--- src/rtl/bound_flasher_monitor_if.sv ---
// Observation bus between the bound flasher and its monitor.
// The flasher drives LED/FLICK through the master modport. The monitor reads them through the slave modport.
interface bound_flasher_monitor_if;
  logic [15:0] LED;
  logic        FLICK;

  modport master (output LED, output FLICK);
  modport slave  (input  LED, input  FLICK);
endinterface

--- src/rtl/bound_flasher_monitor.sv ---
// Passive checker for the bound flasher thermometer bus.
// Decodes the bar level and checks every step against the three-phase bound sequence.
//
// state | meaning
// IDLE  | bar dark, waiting for the first LED
// UP    | bar growing toward the phase upper bound
// DOWN  | bar shrinking toward the phase lower bound
// SYNC  | after reset or an error, waiting for LED==0
module bound_flasher_monitor #(
  parameter int P0_MAX = 16,
  parameter int P0_MIN = 6,
  parameter int P1_MAX = 11,
  parameter int P1_MIN = 1,
  parameter int P2_MAX = 6,
  parameter int P2_MIN = 1,
  parameter int KB_LO  = 1,
  parameter int KB_HI  = 6,
  parameter int CNT_W  = 8
) (
  input  logic                  CLK,
  input  logic                  RST,
  bound_flasher_monitor_if.slave bus,
  output logic [4:0]            LEVEL,
  output logic [1:0]            DIR,
  output logic [1:0]            PHASE,
  output logic                  CYCLE_DONE,
  output logic [CNT_W-1:0]      CYCLE_CNT,
  output logic                  ERR,
  output logic [2:0]            ERR_CODE,
  output logic [CNT_W-1:0]      ERR_CNT
);

  typedef enum logic [1:0] {IDLE = 2'd0, UP = 2'd1, DOWN = 2'd2, SYNC = 2'd3} state_t;

  localparam logic [2:0] E_NOT_THERMO = 3'd1;
  localparam logic [2:0] E_BAD_STEP   = 3'd2;
  localparam logic [2:0] E_BOUND      = 3'd3;
  localparam logic [2:0] E_STALL      = 3'd4;

  state_t     state, nxt_state;
  logic [1:0] phase, nxt_phase;
  logic [4:0] n, p, b_max, b_min;
  logic       thermo, kick, err_hit, done_hit;
  logic [2:0] err_code_nxt;

  assign p = LEVEL;

  always_comb begin
    n = 5'd0;
    for (int i = 0; i < 16; i++) n = n + 5'(bus.LED[i]);
  end

  // A thermometer code is 2^k-1, so adding one clears every set bit.
  assign thermo = ((bus.LED & (bus.LED + 16'd1)) == 16'd0);

  always_comb begin
    case (phase)
      2'd0:    begin b_max = 5'(P0_MAX); b_min = 5'(P0_MIN); end
      2'd1:    begin b_max = 5'(P1_MAX); b_min = 5'(P1_MIN); end
      default: begin b_max = 5'(P2_MAX); b_min = 5'(P2_MIN); end
    endcase
  end

  assign kick = bus.FLICK && (p == 5'(KB_LO) || p == 5'(KB_HI)) && (n == p + 5'd1);

  always_ff @(posedge CLK) begin
    if (!RST) begin
      state      <= SYNC;
      phase      <= 2'd0;
      LEVEL      <= 5'd0;
      CYCLE_DONE <= 1'b0;
      CYCLE_CNT  <= '0;
      ERR        <= 1'b0;
      ERR_CODE   <= 3'd0;
      ERR_CNT    <= '0;
    end else begin
      state      <= nxt_state;
      phase      <= nxt_phase;
      CYCLE_DONE <= done_hit;
      if (thermo) LEVEL <= n;
      if (done_hit) CYCLE_CNT <= CYCLE_CNT + 1'b1;
      if (err_hit) begin
        ERR <= 1'b1;
        if (ERR_CODE == 3'd0) ERR_CODE <= err_code_nxt;
        if (ERR_CNT != '1) ERR_CNT <= ERR_CNT + 1'b1;
      end
    end
  end

  always_comb begin
    nxt_state    = state;
    nxt_phase    = phase;
    err_hit      = 1'b0;
    err_code_nxt = 3'd0;
    done_hit     = 1'b0;
    if (state == SYNC) begin
      if (bus.LED == 16'd0) nxt_state = IDLE;
    end else if (!thermo) begin
      err_hit      = 1'b1;
      err_code_nxt = E_NOT_THERMO;
    end else begin
      case (state)
        IDLE: begin
          if (n == 5'd1) begin
            nxt_state = UP;
            nxt_phase = 2'd0;
          end else if (n != 5'd0) begin
            err_hit      = 1'b1;
            err_code_nxt = E_BAD_STEP;
          end
        end
        UP: begin
          if (p < b_max && n == p + 5'd1) begin
            nxt_state = UP;
          end else if (p == b_max && n == p - 5'd1) begin
            nxt_state = DOWN;
          end else begin
            err_hit      = 1'b1;
            err_code_nxt = (n == p) ? E_STALL : (n > b_max) ? E_BOUND : E_BAD_STEP;
          end
        end
        DOWN: begin
          // A flick at a kick-back level overrides the normal phase advance.
          if (kick) begin
            nxt_state = UP;
            nxt_phase = (phase == 2'd0) ? 2'd0 : phase - 2'd1;
          end else if (p != b_min && n == p - 5'd1) begin
            nxt_state = DOWN;
          end else if (p == b_min && phase < 2'd2 && n == p + 5'd1) begin
            nxt_state = UP;
            nxt_phase = phase + 2'd1;
          end else if (p == b_min && phase == 2'd2 && n == 5'd0) begin
            nxt_state = IDLE;
            nxt_phase = 2'd0;
            done_hit  = 1'b1;
          end else begin
            err_hit      = 1'b1;
            err_code_nxt = (n == p) ? E_STALL : (n < b_min) ? E_BOUND : E_BAD_STEP;
          end
        end
        default: nxt_state = SYNC;
      endcase
    end
    if (err_hit) nxt_state = SYNC;
  end

  always_comb begin
    DIR   = state;
    PHASE = phase;
  end

endmodule

--- src/flat_wrapper.sv ---
// flat-port wrapper written by rule: the top's interface ports become plain ports
module bound_flasher_monitor_flat 
#(
  parameter int P0_MAX = 16,
  parameter int P0_MIN = 6,
  parameter int P1_MAX = 11,
  parameter int P1_MIN = 1,
  parameter int P2_MAX = 6,
  parameter int P2_MIN = 1,
  parameter int KB_LO  = 1,
  parameter int KB_HI  = 6,
  parameter int CNT_W  = 8
)
  (CLK, RST, LEVEL, DIR, PHASE, CYCLE_DONE, CYCLE_CNT, ERR, ERR_CODE, ERR_CNT, bus_LED, bus_FLICK);
  bound_flasher_monitor_if bus_i ();
  input  logic CLK;
  input  logic RST;
  output logic [4:0] LEVEL;
  output logic [1:0] DIR;
  output logic [1:0] PHASE;
  output logic CYCLE_DONE;
  output logic [CNT_W-1:0] CYCLE_CNT;
  output logic ERR;
  output logic [2:0] ERR_CODE;
  output logic [CNT_W-1:0] ERR_CNT;
  input wire logic [$bits(bus_i.LED)-1:0] bus_LED;
  input wire logic [$bits(bus_i.FLICK)-1:0] bus_FLICK;
  assign bus_i.LED = bus_LED;
  assign bus_i.FLICK = bus_FLICK;
  bound_flasher_monitor #(.P0_MAX(P0_MAX), .P0_MIN(P0_MIN), .P1_MAX(P1_MAX), .P1_MIN(P1_MIN), .P2_MAX(P2_MAX), .P2_MIN(P2_MIN), .KB_LO(KB_LO), .KB_HI(KB_HI), .CNT_W(CNT_W)) u_core (.CLK(CLK), .RST(RST), .bus(bus_i), .LEVEL(LEVEL), .DIR(DIR), .PHASE(PHASE), .CYCLE_DONE(CYCLE_DONE), .CYCLE_CNT(CYCLE_CNT), .ERR(ERR), .ERR_CODE(ERR_CODE), .ERR_CNT(ERR_CNT));
endmodule
--- config.mk ---
export PLATFORM = sky130hd
export DESIGN_NAME = bound_flasher_monitor_flat
export DESIGN_NICKNAME = d
export VERILOG_FILES = /design/src/rtl/bound_flasher_monitor_if.sv /design/src/rtl/bound_flasher_monitor.sv /design/src/flat_wrapper.sv
export SDC_FILE = /design/constraint.sdc
export NUM_CORES = 1
export LEC_CHECK = 0
export CORE_ASPECT_RATIO = 1.2
export CORE_MARGIN = 2
export CORE_UTILIZATION = 28
export CTS_CLUSTER_SIZE = 25
export DETAILED_ROUTE_END_ITERATION = 7
export PLACE_DENSITY = 0.58
export SYNTH_ARGS = -nofsm -noshare
export SYNTH_HDL_FRONTEND = slang
export SYNTH_SLANG_ARGS = --single-unit
--- constraint.sdc ---
create_clock -name CLK -period 16.6 [get_ports CLK]
set_clock_uncertainty 0.05 [all_clocks]
set_input_delay 3.32 -clock CLK [delete_from_list [all_inputs] [get_ports CLK]]
set_output_delay 3.32 -clock CLK [all_outputs]
set_load 0.1 [all_outputs]
==> run_results.csv, run 1 <==
group,metric,value,unit
outcome,status,"finished clean",
global_routing,antenna_found_initial,0,
logic_synthesis,synth_nets,405,
die,die_area,11200,µm²
logic_synthesis,synth-main-ff-cell,"dfxtp_1",
clock_tree,ctsResizeCount,0,
critical_path,crit_top_cell,"fa_1",
detailed_routing,drtIter0Drc,124,
logic_synthesis,syn_area,2910,µm²
power_and_ir_drop,p_per_area,101,nW/µm²
detailed_routing,wl_per_cell,13.4,µm
detailed_routing,finalWirelength,7030,µm
logic_synthesis,ys_seq_elements,30,
power_and_ir_drop,ir_drop,0.0000514,V
flow_run,max-cap-violations,0,
place,post-dp-hpwl,5600,µm
clock_tree,cts_buffer_depth,2,
critical_path,crit_arrival,9440,ps
clock_tree,path_clk_slew,50,ps
layout,multiInputGateArea,2110,µm²
sta,final.period_utilization,55.9,%
critical_path,cpMaxStageDelayCell,"clkdlybuf4s50_1",
sta,setup_viol,0,
sta,finalWorstPathRequiredPeriod,9280,ps
clock_tree,postCtsSetupRepairBufs,0,
logic_synthesis,syn_inst,346,
detailed_routing,final_antenna_net_count,0,
critical_path,crit_type,"in2reg",
sta,slew_headroom,34.5,%
detailed_routing,drc_errors,0,
critical_path,cpPeakStageDelay,550,ps
sta,slew_viol_final,0,
die,core_region_area,10100,µm²
place,numPortBuffers,48,
detailed_routing,firstDrtPassIters,4,
logic_synthesis,synth_top_area_share,20.7,%
critical_path,crit_path_max_fanout,10,
sta,max_freq,108,MHz
sta,rsz0062_at_grt,"no",
place,gp_congestion,0.863,
logic_synthesis,synthTopCellsByArea,"dfxtp_1 (21%), ha_1 (13%), fa_1 (6.9%), inv_1 (5.2%), nor2_1 (4.4%)",
layout,syn_to_final_growth,25.9,%
sta,setup_tns,0,ps
clock_tree,root_buffer,"clkbuf_16",
logic_synthesis,seq_area_frac_synth,20.7,%
global_routing,grt_max_degree,26,
global_routing,grt_first_pass_wirelength,11600,µm
clock_tree,clk_latency,270,ps
detailed_routing,vias_per_cell,4.95,
logic_synthesis,ys_async_sr_fraction,0,%
clock_tree,numCtsBuffers,5,
layout,seqCellArea,601,µm²
hold_path,min_path_type,"reg2reg",
logic_synthesis,synth-edff-count,0,
layout,final_layout_size_suffix_gt1_share,8.56,%
sta,tightest_slew,979,ps
die,pin_count,49,
power_and_ir_drop,p_total,370,µW
die,die_height,116,µm
logic_synthesis,yosysTopAreaCell,"dfxtp_1",
clock_tree,tritoncts,"done",
clock_tree,holdBufCountCts,0,
logic_synthesis,ys_warn_count,0,
detailed_routing,via_count,2590,
power_and_ir_drop,p_leak,0.00149,µW
layout,antenna_cells,0,
die,start_util,28.9,%
critical_path,endpoint_kind,"flip-flop",
layout,n_fill_cell,1063,
layout,fin_nets,455,
global_routing,track_usage,12.4,%
die,rows,40,
logic_synthesis,synth_cell_types,70,
critical_path,cp.required,16760,ps
clock_tree,cts_num_sinks,30,
clock_tree,htreeDepth,2,
sta,finalHoldViolCount,0,
logic_synthesis,syn_area_per_cell,8.40,µm²
critical_path,path_cells,"clkdlybuf4s50_1, inv_1, ha_1, inv_1, fa_1, fa_1, fa_1, fa_1, fa_1, fa_1, xnor2_2, mux2i_1, o21ai_2, mux2i_2, o41ai_4, o32ai_4, o21ai_2, nor3_2, mux2i_1",
die,die_x,97.0,µm
global_routing,grt.overflow.total,0,
critical_path,cp-start-kind,"primary input",
global_routing,grt_pass1_vias,2484,
[where the power goes]
group | total [µW] | switching [µW] | internal, µW
clock | 89.7 | 30.4 | 59.3
sequential | 72.3 | 0.0843 | 72.2
combinational | 208 | 124 | 84.1
[cells in the mapped netlist, types with 2 or more instances]
library cell  instances
o21a_1                3
nor4b_1               2
and3b_1               2
dfxtp_1              30
o211ai_1              4
nor3_1               11
a22o_1                2
a211oi_1              2
o31ai_1               2
nand2_1              18
xnor2_2               2
xnor2_1              10
o21bai_1              2
inv_1                40
nor2b_1               5
and2b_2               2
a21oi_1              16
and3_1                7
nand2b_1              4
or3_1                 3
nor4_1                5
o21ai_2               2
clkbuf_1              3
nor2_2                2
mux2i_1               8
o21ai_0              11
nor2_1               34
nand3_1              11
nand4_1              10
mux2_2                2
fa_1                 10
ha_1                 30
nor3b_1               2
xor2_1               13
[worst paths after layout]
check	slack, ps	cells after the start	startpoint	to
worst max-delay path	7320	19	bus_LED[1]	u_core.ERR_CNT[7]$_SDFFE_PN0P_
worst max register to register	13020	13	u_core.PHASE[0]$_SDFFE_PN0P_	u_core.DIR[1]$_SDFFE_PP1P_
worst min-delay path	420	1	u_core.ERR$_SDFFE_PN0P_	u_core.ERR$_SDFFE_PN0P_
worst min register to register	420	1	u_core.ERR$_SDFFE_PN0P_	u_core.ERR$_SDFFE_PN0P_
[critical path: cells and delay by family]
family	cells	cell delay (ps)
AO/OA/AOI/OAI	4	940
XOR/XNOR	1	430
adder cells (fa/ha/maj)	7	3110
buffers and inverters	3	650
multiplexers	3	760
AND/OR/NAND/NOR	1	220
[metal layers]
metal | part of all wire, % | up-vias | global-route usage [%]
met5 | 0 | - | 0
met4 | 1.9 | 0 | 4.88
met3 | 2.6 | 11 | 1.33
met2 | 51 | 50 | 23.0
met1 | 45 | 1229 | 14.7
li1 | - | 1300 | -
[layout by cell type, fill, tap and decap left out, drive strengths merged, types with 4 or more instances in the layout]
| cell type | count |
|---|---|
| nand2 | 18 |
| nor2b | 5 |
| clkbuf | 7 |
| nand3 | 11 |
| xor2 | 14 |
| clkdlybuf4s50 | 48 |
| o21a | 4 |
| o21ai | 14 |
| and3 | 8 |
| ha | 30 |
| inv | 40 |
| a21oi | 17 |
| o211ai | 4 |
| nor4 | 5 |
| nand2b | 4 |
| nor3 | 12 |
| mux2i | 9 |
| nand4 | 10 |
| dfxtp | 30 |
| xnor2 | 12 |
| fa | 10 |
| nor2 | 36 |
[layout make-up]
class / instances / area share [%]
clock inverter: 1 / 0.137
tap: 126 / 4.31
clock buffer: 7 / 3.90
multi-input combinational: 269 / 57.7
sequential: 30 / 16.4
inverter: 41 / 4.20
timing repair buffer: 49 / 13.3
[registers in the layout (all words and copies together) (netlist names)]
name	cells
u_core.PHASE	2
u_core.ERR_CNT	8
u_core.DIR	2
u_core.ERR	1
u_core.CYCLE_CNT	8
u_core.ERR_CODE	3
u_core.LEVEL	5
u_core.CYCLE_DONE	1
[through the flow]
stage	utilization (%)	cell area, µm²	hold slack [ps]	cells	worst slack [ps]
4_1_cts	36.4	3660	428	523	7290
6_report	36.4	3660	423	523	7320
3_5_place_dp	34.9	3510	416	515	7050
2_1_floorplan	-	2910	855	346	8010
5_1_grt	36.4	3660	462	523	6860
3_3_place_gp	34.9	3510	407	515	7130
[kinds of logic after synthesis]
family,Yosys count,share of synthesized area [%]
mux,11,4.00
flops,30,20.7
buf+inv,47,6.67
fa+ha+maj,41,20.1
xor+xnor,26,8.61
simple gates,129,24.1
compound gates,62,15.9
Power figures use the tool's default switching activity.
==> run 2: changes to the inputs <==
--- a/config.mk
+++ b/config.mk
@@ -10,7 +10,7 @@
 export CORE_UTILIZATION = 28
 export CTS_CLUSTER_SIZE = 25
 export DETAILED_ROUTE_END_ITERATION = 7
-export PLACE_DENSITY = 0.58
+export PLACE_DENSITY = 0.59
 export SYNTH_ARGS = -nofsm -noshare
 export SYNTH_HDL_FRONTEND = slang
 export SYNTH_SLANG_ARGS = --single-unit
==> constraint.sdc (replaced) <==
create_clock -name CLK -period 7.9 [get_ports CLK]
set_clock_uncertainty 0.05 [all_clocks]
set_input_delay 1.58 -clock CLK [delete_from_list [all_inputs] [get_ports CLK]]
set_output_delay 1.58 -clock CLK [all_outputs]
set_load 0.1 [all_outputs]
==> run 2 against run 1 <==
Design area grew 1.5%; hold slack got worse by 2.6 ps; global-route usage is 0.33 points higher; sequential power increased by 110%; highest routed layer unchanged; largest cell class unchanged; die area unchanged; core utilization up 0.55 points; critical endpoint unchanged; combinational power is 120% higher; sequential share of layout area shrank 0.24 points.
==> run_results.csv, run 2 (synthesized netlist as in run 1, its figures left out) <==
group,metric,value,unit
layout,final_area,3720,µm²
die,die_height,116,µm
detailed_routing,finalWirelength,7120,µm
global_routing,grt_max_degree,26,
detailed_routing,wl_met2,3510,µm
power_and_ir_drop,p_total,827,µW
place,dpl.cell_count,520,
layout,antenna_cells,0,
power_and_ir_drop,ir_drop,0.0000932,V
critical_path,cp.required,8060,ps
sta,setup_tns,0,ps
sta,final.period_utilization,93.5,%
place,gp_congestion,0.856,
global_routing,grt.overflow.total,0,
die,die_x,97.0,µm
clock_tree,postCtsSetupRepairBufs,0,
detailed_routing,drc_errors,0,
die,start_util,28.9,%
global_routing,antenna_found_initial,0,
detailed_routing,vias_per_cell,4.98,
clock_tree,cts_num_sinks,30,
critical_path,endpoint_kind,"flip-flop",
power_and_ir_drop,p_sw,335,µW
sta,max_freq,135,MHz
sta,tightest_slew,985,ps
clock_tree,cts_buffer_depth,2,
clock_tree,numCtsBuffers,5,
detailed_routing,firstDrtPassIters,4,
sta,rsz0062_at_grt,"no",
die,core_region_area,10100,µm²
layout,final_layout_size_suffix_gt1_share,9.95,%
clock_tree,clk_latency,280,ps
clock_tree,ctsResizeCount,0,
layout,syn_to_final_growth,27.8,%
critical_path,rr_startpoint,"u_core.PHASE[1]$_SDFFE_PN0P_",
clock_tree,holdBufCountCts,0,
outcome,status,"finished clean",
flow_run,max-cap-violations,0,
sta,finalWorstPathRequiredPeriod,7390,ps
critical_path,critPathLaunch,"bus_LED[0]",
power_and_ir_drop,p_leak,0.00152,µW
critical_path,rr_worst_depth,13,
layout,n_fill_cell,1052,
critical_path,rrSetupSlack,4510,ps
detailed_routing,via_count,2631,
power_and_ir_drop,p_clk_share,26.2,%
global_routing,grt_pass1_vias,2463,
critical_path,cp-start-kind,"primary input",
detailed_routing,drtIter0Drc,117,
power_and_ir_drop,p_per_area,223,nW/µm²
power_and_ir_drop,seqPwrFrac,18.3,%
detailed_routing,wl_per_cell,13.5,µm
die,die_area,11200,µm²
critical_path,crit_path_max_fanout,10,
layout,fin_nets,460,
critical_path,reg2reg_to,"u_core.ERR_CODE[0]$_SDFFE_PN0P_",
clock_tree,tritoncts,"done",
detailed_routing,routed.top_layer,"met4",
detailed_routing,final_antenna_net_count,0,
detailed_routing,wirelength_met1,3210,µm
place,numPortBuffers,48,
sta,layout_setup_ws,510,ps
clock_tree,root_buffer,"clkbuf_16",
place,dp_slack,198,ps
power_and_ir_drop,p_int,493,µW
clock_tree,path_clk_slew,50,ps
sta,finalHoldViolCount,0,
global_routing,track_usage,12.7,%
detailed_routing,met3_length,219,µm
critical_path,crit_arrival,7550,ps
layout,layout_common_cells,"clkdlybuf4s50_1 (48), inv_1 (40), nor2_1 (34)",
place,post-dp-hpwl,5610,µm
critical_path,crit_type,"in2reg",
power_and_ir_drop,switching_share,40.5,%
global_routing,grt_first_pass_wirelength,11700,µm
clock_tree,htreeDepth,2,
sta,slew_headroom,34.1,%
sta,setup_viol,0,
layout,reg_top3,"u_core.CYCLE_CNT x8, u_core.ERR_CNT x8, u_core.LEVEL x5",
power_and_ir_drop,power_frac_comb,55.5,%
layout,final_common_cell,"clkdlybuf4s50_1",
layout,layout.cells.non_filler,528,
die,pin_count,49,
critical_path,cp-endpoint,"u_core.ERR_CNT[7]$_SDFFE_PN0P_",
sta,slew_viol_final,0,
die,rows,40,
place,placedInstanceArea,3550,µm²
hold_path,min_path_type,"reg2reg",
==> run 2: changes by cell type in the layout (fill, tap and decap cells not counted) <==
cell / previous run / this run
buf_4: 1 / 6
bufinv_16: 0 / 1
clkbuf_1: 1 / 0
clkbuf_8: 1 / 0
clkinv_2: 1 / 2
==> run 2: cell type report <==
class | count | area, µm² | area share (%)
multi-input combinational | 269 | 2110 | 56.9
sequential | 30 | 601 | 16.2
timing repair buffer | 54 | 526 | 14.1
tap | 126 | 158 | 4.24
inverter | 41 | 154 | 4.14
clock buffer | 5 | 125 | 3.37
clock inverter | 3 | 40.0 | 1.08
==> run 2: critical path, stage by stage <==
cell             delay [ps]
clkdlybuf4s50_1         530
inv_1                    80
ha_1                    290
inv_1                    70
fa_1                    440
fa_1                    490
fa_1                    530
fa_1                    420
fa_1                    410
fa_1                    500
nor2b_1                 200
o21a_2                  200
xnor2_2                 160
mux2i_2                 390
o41ai_4                 190
o32ai_4                 510
o21ai_2                 160
nor3_2                  230
mux2i_1                 180
==> run 2: layer usage <==
layer	vias up	global-route usage [%]
met5	-	0
met4	0	5.63
met3	12	1.87
met2	52	22.6
met1	1246	15.3
li1	1321	-
==> run 2: power by group through the flow <==
stage	sequential [µW]	combinational (µW)	clock, µW
floorplan	156	349	0
global placement	155	454	0
finish	152	459	217
global route	152	513	227
CTS	152	460	221
detailed placement	155	456	0
==> run 2: worst min path at each step <==
stage                     cells past startpoint                        endpoint  slack (ps)                            from
after floorplan                               2  u_core.ERR_CNT[7]$_SDFFE_PN0P_         850  u_core.ERR_CNT[7]$_SDFFE_PN0P_
after global routing                          1         u_core.ERR$_SDFFE_PN0P_         470         u_core.ERR$_SDFFE_PN0P_
after global placement                        1         u_core.ERR$_SDFFE_PN0P_         420         u_core.ERR$_SDFFE_PN0P_
after detailed placement                      1         u_core.ERR$_SDFFE_PN0P_         410         u_core.ERR$_SDFFE_PN0P_
after CTS                                     1         u_core.ERR$_SDFFE_PN0P_         420         u_core.ERR$_SDFFE_PN0P_
final                                         1         u_core.ERR$_SDFFE_PN0P_         420         u_core.ERR$_SDFFE_PN0P_
==> run 2: per-stage QoR <==
stage | utilization, % | hold slack, ps
finish | 36.9 | 420
global route | 36.9 | 469
CTS | 36.9 | 423
detailed placement | 35.3 | 412
global placement | 35.3 | 419
floorplan | - | 855
==> run 3: changes to the inputs <==
--- a/config.mk
+++ b/config.mk
@@ -5,12 +5,12 @@
 export SDC_FILE = /design/constraint.sdc
 export NUM_CORES = 1
 export LEC_CHECK = 0
+export CAP_MARGIN = 20
 export CORE_ASPECT_RATIO = 1.2
-export CORE_MARGIN = 2
-export CORE_UTILIZATION = 28
+export CORE_UTILIZATION = 49
 export CTS_CLUSTER_SIZE = 25
 export DETAILED_ROUTE_END_ITERATION = 7
-export PLACE_DENSITY = 0.59
+export PLACE_DENSITY = 0.87
 export SYNTH_ARGS = -nofsm -noshare
 export SYNTH_HDL_FRONTEND = slang
 export SYNTH_SLANG_ARGS = --single-unit
==> run 3 against run 2 <==
Core utilization up 25 points; first-iteration DRC count is 27% lower; cell count decreased by 9.3%; clock-buffer cell count rose by 2; critical path depth decreased by 1; critical endpoint is now u_core.DIR[1]$_SDFFE_PP1P_; largest power group unchanged.
==> run_results.csv, run 3 (synthesized netlist as in run 1, its figures left out) <==
group,metric,value,unit
detailed_routing,finalWirelength,6640,µm
detailed_routing,final_antenna_net_count,0,
clock_tree,cts_buffer_depth,2,
global_routing,antenna_found_initial,0,
layout,final_util,62.4,%
clock_tree,cts_num_sinks,30,
critical_path,endpoint_kind,"flip-flop",
layout,n_fill_cell,493,
sta,rsz0062_at_grt,"no",
detailed_routing,via_count,2680,
critical_path,cpPeakStageDelay,640,ps
layout,multiInputGateArea,2110,µm²
clock_tree,tritoncts,"done",
place,gp_congestion,0.892,
layout,final_common_cell,"clkdlybuf4s50_1",
layout,final_layout_size_suffix_gt1_share,9.02,%
detailed_routing,wl_per_cell,13.9,µm
clock_tree,htreeDepth,2,
clock_tree,root_buffer,"clkbuf_8",
critical_path,cpMaxStageDelayCell,"o41ai_4",
clock_tree,ctsResizeCount,0,
hold_path,min_path_type,"reg2reg",
sta,slew_viol_final,0,
die,die_x,72.3,µm
hold_path,hold_depth,2,
critical_path,path_cells,"clkdlybuf4s50_1, inv_1, ha_1, inv_1, fa_1, fa_1, fa_1, fa_1, fa_1, fa_1, xor2_2, and4_2, mux2i_2, o41ai_4, o32ai_4, or2_4, nor2_2, o311ai_1",
layout,layout_common_cells,"clkdlybuf4s50_1 (48), inv_1 (40), nor2_1 (34)",
critical_path,reg2reg_to,"u_core.DIR[1]$_SDFFE_PP1P_",
critical_path,crit_arrival,7540,ps
sta,finalHoldViolCount,0,
critical_path,crit_type,"in2reg",
layout,antenna_cells,0,
layout,reg_top3,"u_core.CYCLE_CNT x8, u_core.ERR_CNT x8, u_core.LEVEL x5",
sta,fin_hold_ws,446,ps
die,die_area,6250,µm²
clock_tree,holdBufCountCts,0,
global_routing,grt_pass1_vias,2566,
die,pin_count,49,
critical_path,rr_worst_depth,13,
critical_path,cp-start-kind,"primary input",
critical_path,crit_path_max_fanout,10,
layout,layout.cells.non_filler,479,
die,die_height,86.4,µm
die,start_util,51.0,%
die,core_region_area,5710,µm²
critical_path,cp_num_buf_inv,3,
sta,finalWorstPathRequiredPeriod,7450,ps
critical_path,cp.required,7990,ps
detailed_routing,firstDrtPassIters,4,
global_routing,grt_max_degree,26,
place,dp_slack,211,ps
power_and_ir_drop,p_per_area,210,nW/µm²
critical_path,critPathTopFamily,"adder cells",
detailed_routing,drc_errors,0,
global_routing,grt.overflow.total,0,
clock_tree,path_clk_slew,60,ps
sta,tightest_slew,974,ps
critical_path,crit_top_cell,"fa_1",
detailed_routing,drtIter0Drc,85,
global_routing,track_usage,22.6,%
clock_tree,numCtsBuffers,5,
clock_tree,clk_latency,280,ps
sta,slew_headroom,34.8,%
power_and_ir_drop,ir_drop,0.000186,V
sta,setup_viol,0,
sta,max_freq,134,MHz
place,dpl.cell_count,471,
power_and_ir_drop,p_leak,0.00147,µW
sta,layout_setup_ws,454,ps
place,numPortBuffers,48,
hold_path,hold_start,"u_core.CYCLE_CNT[6]$_SDFFE_PN0P_",
critical_path,rr_startpoint,"u_core.PHASE[1]$_SDFFE_PN0P_",
clock_tree,postCtsSetupRepairBufs,0,
outcome,status,"finished clean",
layout,fin_nets,457,
sta,final.period_utilization,94.3,%
global_routing,grt_first_pass_wirelength,11200,µm
place,post-dp-hpwl,5220,µm
sta,setup_tns,0,ps
layout,syn_to_final_growth,22.5,%
flow_run,max-cap-violations,0,
layout,seqCellArea,601,µm²
critical_path,rrSetupSlack,4330,ps
hold_path,hold_path_end,"u_core.CYCLE_CNT[6]$_SDFFE_PN0P_",
die,rows,30,
detailed_routing,vias_per_cell,5.59,
-- run 3: report_power, final --
part	leakage [µW]	total [µW]	internal [µW]	switching [µW]
clock network	0.0000482	126	70.1	56.3
logic	0.00118	469	193	276
registers	0.000242	152	151	0.179
total	0.00147	748	415	333
-- run 3: layer usage --
metal,GRT usage (%),up-vias,wire length [µm]
li1,-,1306,-
met2,41.9,91,3470
met1,25.2,1264,2710
met4,10.7,0,216
met5,0,-,0
met3,3.14,19,255
-- run 3: layout make-up --
type,instances,share of cell area [%]
Clock buffer,7,2.42
Sequential cell,30,16.9
Tap cell,80,2.81
Multi-Input combinational cell,269,59.3
Timing Repair Buffer,51,14.1
Clock inverter,1,0.140
Inverter,41,4.32
-- run 3: worst max path at each step --
stage	start	to	slack [ps]	depth (start not counted)
finish	bus_LED[0]	u_core.DIR[1]$_SDFFE_PP1P_	450	18
global route	bus_LED[0]	u_core.ERR_CNT[7]$_SDFFE_PN0P_	180	19
CTS	bus_LED[1]	u_core.ERR_CNT[7]$_SDFFE_PN0P_	480	19
detailed placement	bus_LED[1]	u_core.ERR_CNT[7]$_SDFFE_PN0P_	210	19
global placement	bus_LED[0]	u_core.DIR[1]$_SDFFE_PP1P_	380	18
floorplan	bus_LED[0]	u_core.ERR_CNT[7]$_SDFFE_PN0P_	1050	18
-- run 3: through the flow --
stage	instance area (µm²)	total power (µW)
6_report	3560	748
5_1_grt	3560	802
4_1_cts	3560	744
3_5_place_dp	3470	616
3_3_place_gp	3470	592
2_1_floorplan	2910	504
-- run 3: worst reg2reg max path, cell delays in order (launching register included) --
cell and delay, ps:
dfxtp_1 380, inv_1 190, ha_1 350, inv_1 170, ha_1 320, and3_1 200, o21ai_0 80, o21ai_0 130
or3_1 380, o311ai_2 410, o32ai_4 240, or2_4 330, nor2_2 100, o311ai_1 120
